`src/rtl/pipelined_carry_select_subtractor.sv`:
```
// Two-stage carry-select subtractor: diff = a - b computed as a + ~b + 1.
// Stage 1 forms both upper-half candidates; stage 2 picks one and derives borrow/overflow.
module pipelined_carry_select_subtractor #(
  parameter int WIDTH = 32
) (
  input  logic             clk,
  input  logic             rst_n,
  input  logic             in_valid,
  output logic             in_ready,
  input  logic [WIDTH-1:0] a,
  input  logic [WIDTH-1:0] b,
  output logic             out_valid,
  input  logic             out_ready,
  output logic [WIDTH-1:0] diff,
  output logic             borrow,
  output logic             overflow
);

  localparam int HALF = WIDTH / 2;

  function automatic logic [HALF:0] half_add(input logic [HALF-1:0] x,
                                             input logic [HALF-1:0] y,
                                             input logic            cin);
    return {1'b0, x} + {1'b0, y} + {{HALF{1'b0}}, cin};
  endfunction

  logic [HALF:0]   lo_sum_p0, hi0_sum_p0, hi1_sum_p0;
  logic [HALF-1:0] lo_p1, hi0_p1, hi1_p1;
  logic            c_lo_p1, c0_p1, c1_p1;
  logic            a_msb_p1, b_msb_p1;
  logic            vld_p1;
  logic            s2_free;
  logic [HALF-1:0] hi_sel_p1;
  logic            cout_p1;
  logic            ov_p1;

  assign s2_free  = !out_valid || out_ready;
  assign in_ready = !vld_p1 || s2_free;

  // Stage 0 -> 1: exact lower half, speculative upper halves for both carry-ins
  always_comb begin
    lo_sum_p0  = half_add(a[HALF-1:0],     ~b[HALF-1:0],     1'b1);
    hi0_sum_p0 = half_add(a[WIDTH-1:HALF], ~b[WIDTH-1:HALF], 1'b0);
    hi1_sum_p0 = half_add(a[WIDTH-1:HALF], ~b[WIDTH-1:HALF], 1'b1);
  end

  always_ff @(posedge clk) begin
    if (in_ready && in_valid) begin
      lo_p1    <= lo_sum_p0[HALF-1:0];
      c_lo_p1  <= lo_sum_p0[HALF];
      hi0_p1   <= hi0_sum_p0[HALF-1:0];
      c0_p1    <= hi0_sum_p0[HALF];
      hi1_p1   <= hi1_sum_p0[HALF-1:0];
      c1_p1    <= hi1_sum_p0[HALF];
      a_msb_p1 <= a[WIDTH-1];
      b_msb_p1 <= b[WIDTH-1];
    end
  end

  // Stage 1 -> 2: lower-half carry selects the upper candidate
  always_comb begin
    hi_sel_p1 = c_lo_p1 ? hi1_p1 : hi0_p1;
    cout_p1   = c_lo_p1 ? c1_p1  : c0_p1;
    ov_p1     = (a_msb_p1 != b_msb_p1) && (hi_sel_p1[HALF-1] != a_msb_p1);
  end

  always_ff @(posedge clk) begin
    if (!rst_n) begin
      diff     <= '0;
      borrow   <= 1'b0;
      overflow <= 1'b0;
    end else if (s2_free && vld_p1) begin
      diff     <= {hi_sel_p1, lo_p1};
      borrow   <= ~cout_p1;
      overflow <= ov_p1;
    end
  end

  always_ff @(posedge clk) begin
    if (!rst_n) begin
      vld_p1    <= 1'b0;
      out_valid <= 1'b0;
    end else begin
      if (s2_free)  out_valid <= vld_p1;
      if (in_ready) vld_p1    <= in_valid;
    end
  end

endmodule

```
`config.mk`:
```
export PLATFORM = sky130hd
export DESIGN_NAME = pipelined_carry_select_subtractor
export DESIGN_NICKNAME = d
export VERILOG_FILES = /design/src/rtl/pipelined_carry_select_subtractor.sv
export SDC_FILE = /design/constraint.sdc
export NUM_CORES = 1
export LEC_CHECK = 0
export CELL_PAD_IN_SITES_DETAIL_PLACEMENT = 1
export CELL_PAD_IN_SITES_GLOBAL_PLACEMENT = 2
export CORE_MARGIN = 2
export CORE_UTILIZATION = 34
export CTS_BUF_LIST = sky130_fd_sc_hd__clkbuf_8
export DETAILED_ROUTE_END_ITERATION = 12
export GPL_ROUTABILITY_DRIVEN = 0
export HOLD_SLACK_MARGIN = 0.03
export PLACE_DENSITY = 0.82
export SLEW_MARGIN = 20
export SYNTH_ARGS = -nofsm -noshare
export SYNTH_HDL_FRONTEND = slang
export SYNTH_SLANG_ARGS = --single-unit
```
`constraint.sdc`:
```
create_clock -name clk -period 3.49 [get_ports clk]
set_input_delay 0.698 -clock clk [delete_from_list [all_inputs] [get_ports clk]]
set_output_delay 0.698 -clock clk [all_outputs]
set_load 0.1 [all_outputs]
```
==> run metrics <==
starting DRC count in detailed routing 180; Net Sw Frac 32.8%; Commonest cells post-synth nand2_1, edfxtp_1, inv_1, dfxtp_1, ha_1; Seq pwr share 44.0%; clock latency reported for the late side of the worst-skew pair 360 ps; cell taking the most area after synthesis edfxtp_1; period utilization 94.5%; die area 0.0157 mm2; Synth cell types 61; largest driver fanout on the critical path 3; total track usage 15.1%; worst relative slew slack 33.5%; required arrival time at the worst endpoint 3590 ps; first-pass GRT wire length 19500 um; cell at the root of the clock tree clkbuf_8; leakage component of the power 0.00286 uW; fmax 303 MHz; maximum number of pins on one net before global-route repair 54; final antenna diode count 0; category of the worst setup path capture point register; Finished Layout Cells 796; DRT antenna net count 0; number of detailed-routing iterations run before antenna repair 4; die boundary height 125 um; clock tree skew after final layout 7.24 ps; net switching power figure 972 uW; number of cells after detailed placement 780; Setup Total Neg Slack 0 ps; via count 3944; post-synthesis async set-or-reset flop share 0%; number of hold buffers added after CTS 0; sum of overflow across all layers after global routing 0; count of final hold-check violations 0; number of synthesized flops with an enable pin 53; Synthesized Nets 582; share of synthesized area occupied by flip-flops and latches 46.1%; category of the most critical setup path primary input to register; average cell area after synthesis 10.5 um2; synth-to-layout area growth 31.9%; part of the total power dissipated in combinational logic 31.7%; Max-Cap Viols 0; count of buffers added by post-CTS timing repair for setup 0; clock tree from TritonCTS done; area fraction of the dominant cell type after synthesis 31.8%; worst IR drop on VDD 0.000170 V; placeable core area 0.0145 mm2; share of power burned in the clock network 24.3%; Primary FF master, synth edfxtp_1; biggest area contributors in the synthesized netlist edfxtp_1, dfxtp_1, ha_1; Tmin final 3300 ps; number of global-route vias before repair 3944; Synth Register Bits 89; clock buffer count from CTS 9; outcome finished clean; cell internal power dissipation 1990 uW; count leader, synth nand2_1; share of layout cells above drive strength 1 13.9%; Post-Syn Instances 479; number of max-slew violations in the final report 0; Site Rows 44; path class of the lowest-slack min-delay path register to register; Die Wd 125 um; Cell Area, Placed 0.00639 mm2; clock-pin slew on the worst setup and hold paths 90 ps; estimated wirelength of the detail-placed design 9280 um; number of sinks driven by the clock tree 89; CTS HTree Levels 3; Wirelength per Cell 14.7 um; ports placed on the boundary 104; setup repair after global routing missed its margin no; total DRC errors in the routed layout 0; vias per std cell 4.95; post-synthesis instance area 0.00501 mm2; actual slew at the worst max-slew pin 995 ps; starting utilization of the core area 34.6%; arrival time at the worst endpoint 3400 ps; antenna violations before repair 0; yosys warns 0; total non-filler cell area in the finished layout 0.00661 mm2; PwrDens 448 mW/mm2; # resized after CTS 0; count of buffers inserted at the top-level ports 103; final-report setup violation count 0; total number of nets in the final design 710; maximum root-to-sink buffer count 2; aggregate routed wire length 11700 um; Startpoint Class primary input
==> per-layer routing <==
metal	part of all wire (%)	wire length (um)	global-route usage [%]	up-vias
li1	-	-	-	1954
met1	45	5300	19.3	1909
met2	50	5810	26.4	71
met3	3.8	439	2.57	10
met4	1.2	136	4.18	0
met5	0	0	0	-
==> cells by family (layout without fill, tap and decap cells) <==
group	Yosys count	in the layout	share of synthesized area [%]
multiplexers	18	18	3.59
adder cells (fa/ha/maj)	35	35	9.04
flip-flops	89	89	46.1
AO/OA/AOI/OAI	101	101	15.6
AND/OR/NAND/NOR	139	139	14.0
XOR/XNOR	38	38	7.24
buffers and inverters	59	192	4.49
==> power groups by stage <==
| stage | clock network, uW | registers, uW | logic (uW) |
|---|---|---|---|
| global route | 780 | 1320 | 1020 |
| detailed placement | 0 | 1330 | 945 |
| global placement | 0 | 1320 | 919 |
| floorplan | 0 | 1510 | 432 |
| CTS | 747 | 1310 | 949 |
| finish | 721 | 1300 | 938 |
==> cells in the final DEF, fill, tap and decap left out, types with 15 or more instances in the layout <==
master	count
nand2_1	67
buf_4	45
o211a_1	17
nor2_1	15
edfxtp_1	53
mux2i_1	18
ha_1	33
a21oi_1	17
xnor2_1	24
clkdlybuf4s50_1	86
inv_1	45
a21boi_0	19
dfxtp_1	36
==> area by class of cell <==
| class | count | area [um2] |
|---|---|---|
| timing repair buffer | 132 | 1200 |
| fill | 1624 | 7870 |
| clock buffer | 10 | 138 |
| clock inverter | 6 | 67.6 |
| inverter | 44 | 165 |
| multi-input combinational | 331 | 2490 |
| tap | 184 | 230 |
| sequential | 89 | 2310 |
==> metrics by stage <==
| step | power [uW] | util [%] | setup slack [ps] | hold WS, ps |
|---|---|---|---|---|
| CTS | 3000 | 45.6 | 131 | 474 |
| global placement | 2240 | 44.2 | -182 | 454 |
| floorplan | 1950 | - | 66.5 | 496 |
| finish | 2960 | 45.7 | 191 | 469 |
| detailed placement | 2280 | 44.2 | -270 | 460 |
| global route | 3120 | 45.7 | 9.00 | 496 |
==> registers in the layout, summed over array words and instances (netlist names) <==
signal and count:
diff 32, hi0_p1 16, hi1_p1 16, lo_p1 16
a_msb_p1 1, b_msb_p1 1, borrow 1, c0_p1 1
c1_p1 1, c_lo_p1 1, out_valid 1, overflow 1
vld_p1 1
==> worst max-delay path, cell delays in order <==
cell and delay [ps]:
clkdlybuf4s50_1 460, inv_1 40, ha_1 200, fa_1 420
buf_4 160, and3_1 180, nor2_1 160, xnor2_2 160
nand4_4 140, nor3b_4 230, and4_1 260, and4_4 240
xor2_2 60
==> path summary, 6_finish.rpt <==
kind              from    endpoint  slack [ps]  cells past startpoint
max              b[16]       c1_p1         190                     13
min            diff[0]     diff[0]         470                      2
max reg2reg  out_valid  hi1_p1[12]        1750                      4
min reg2reg    diff[0]     diff[0]         470                      2
No activity file was read; power rests on OpenSTA's default activity.
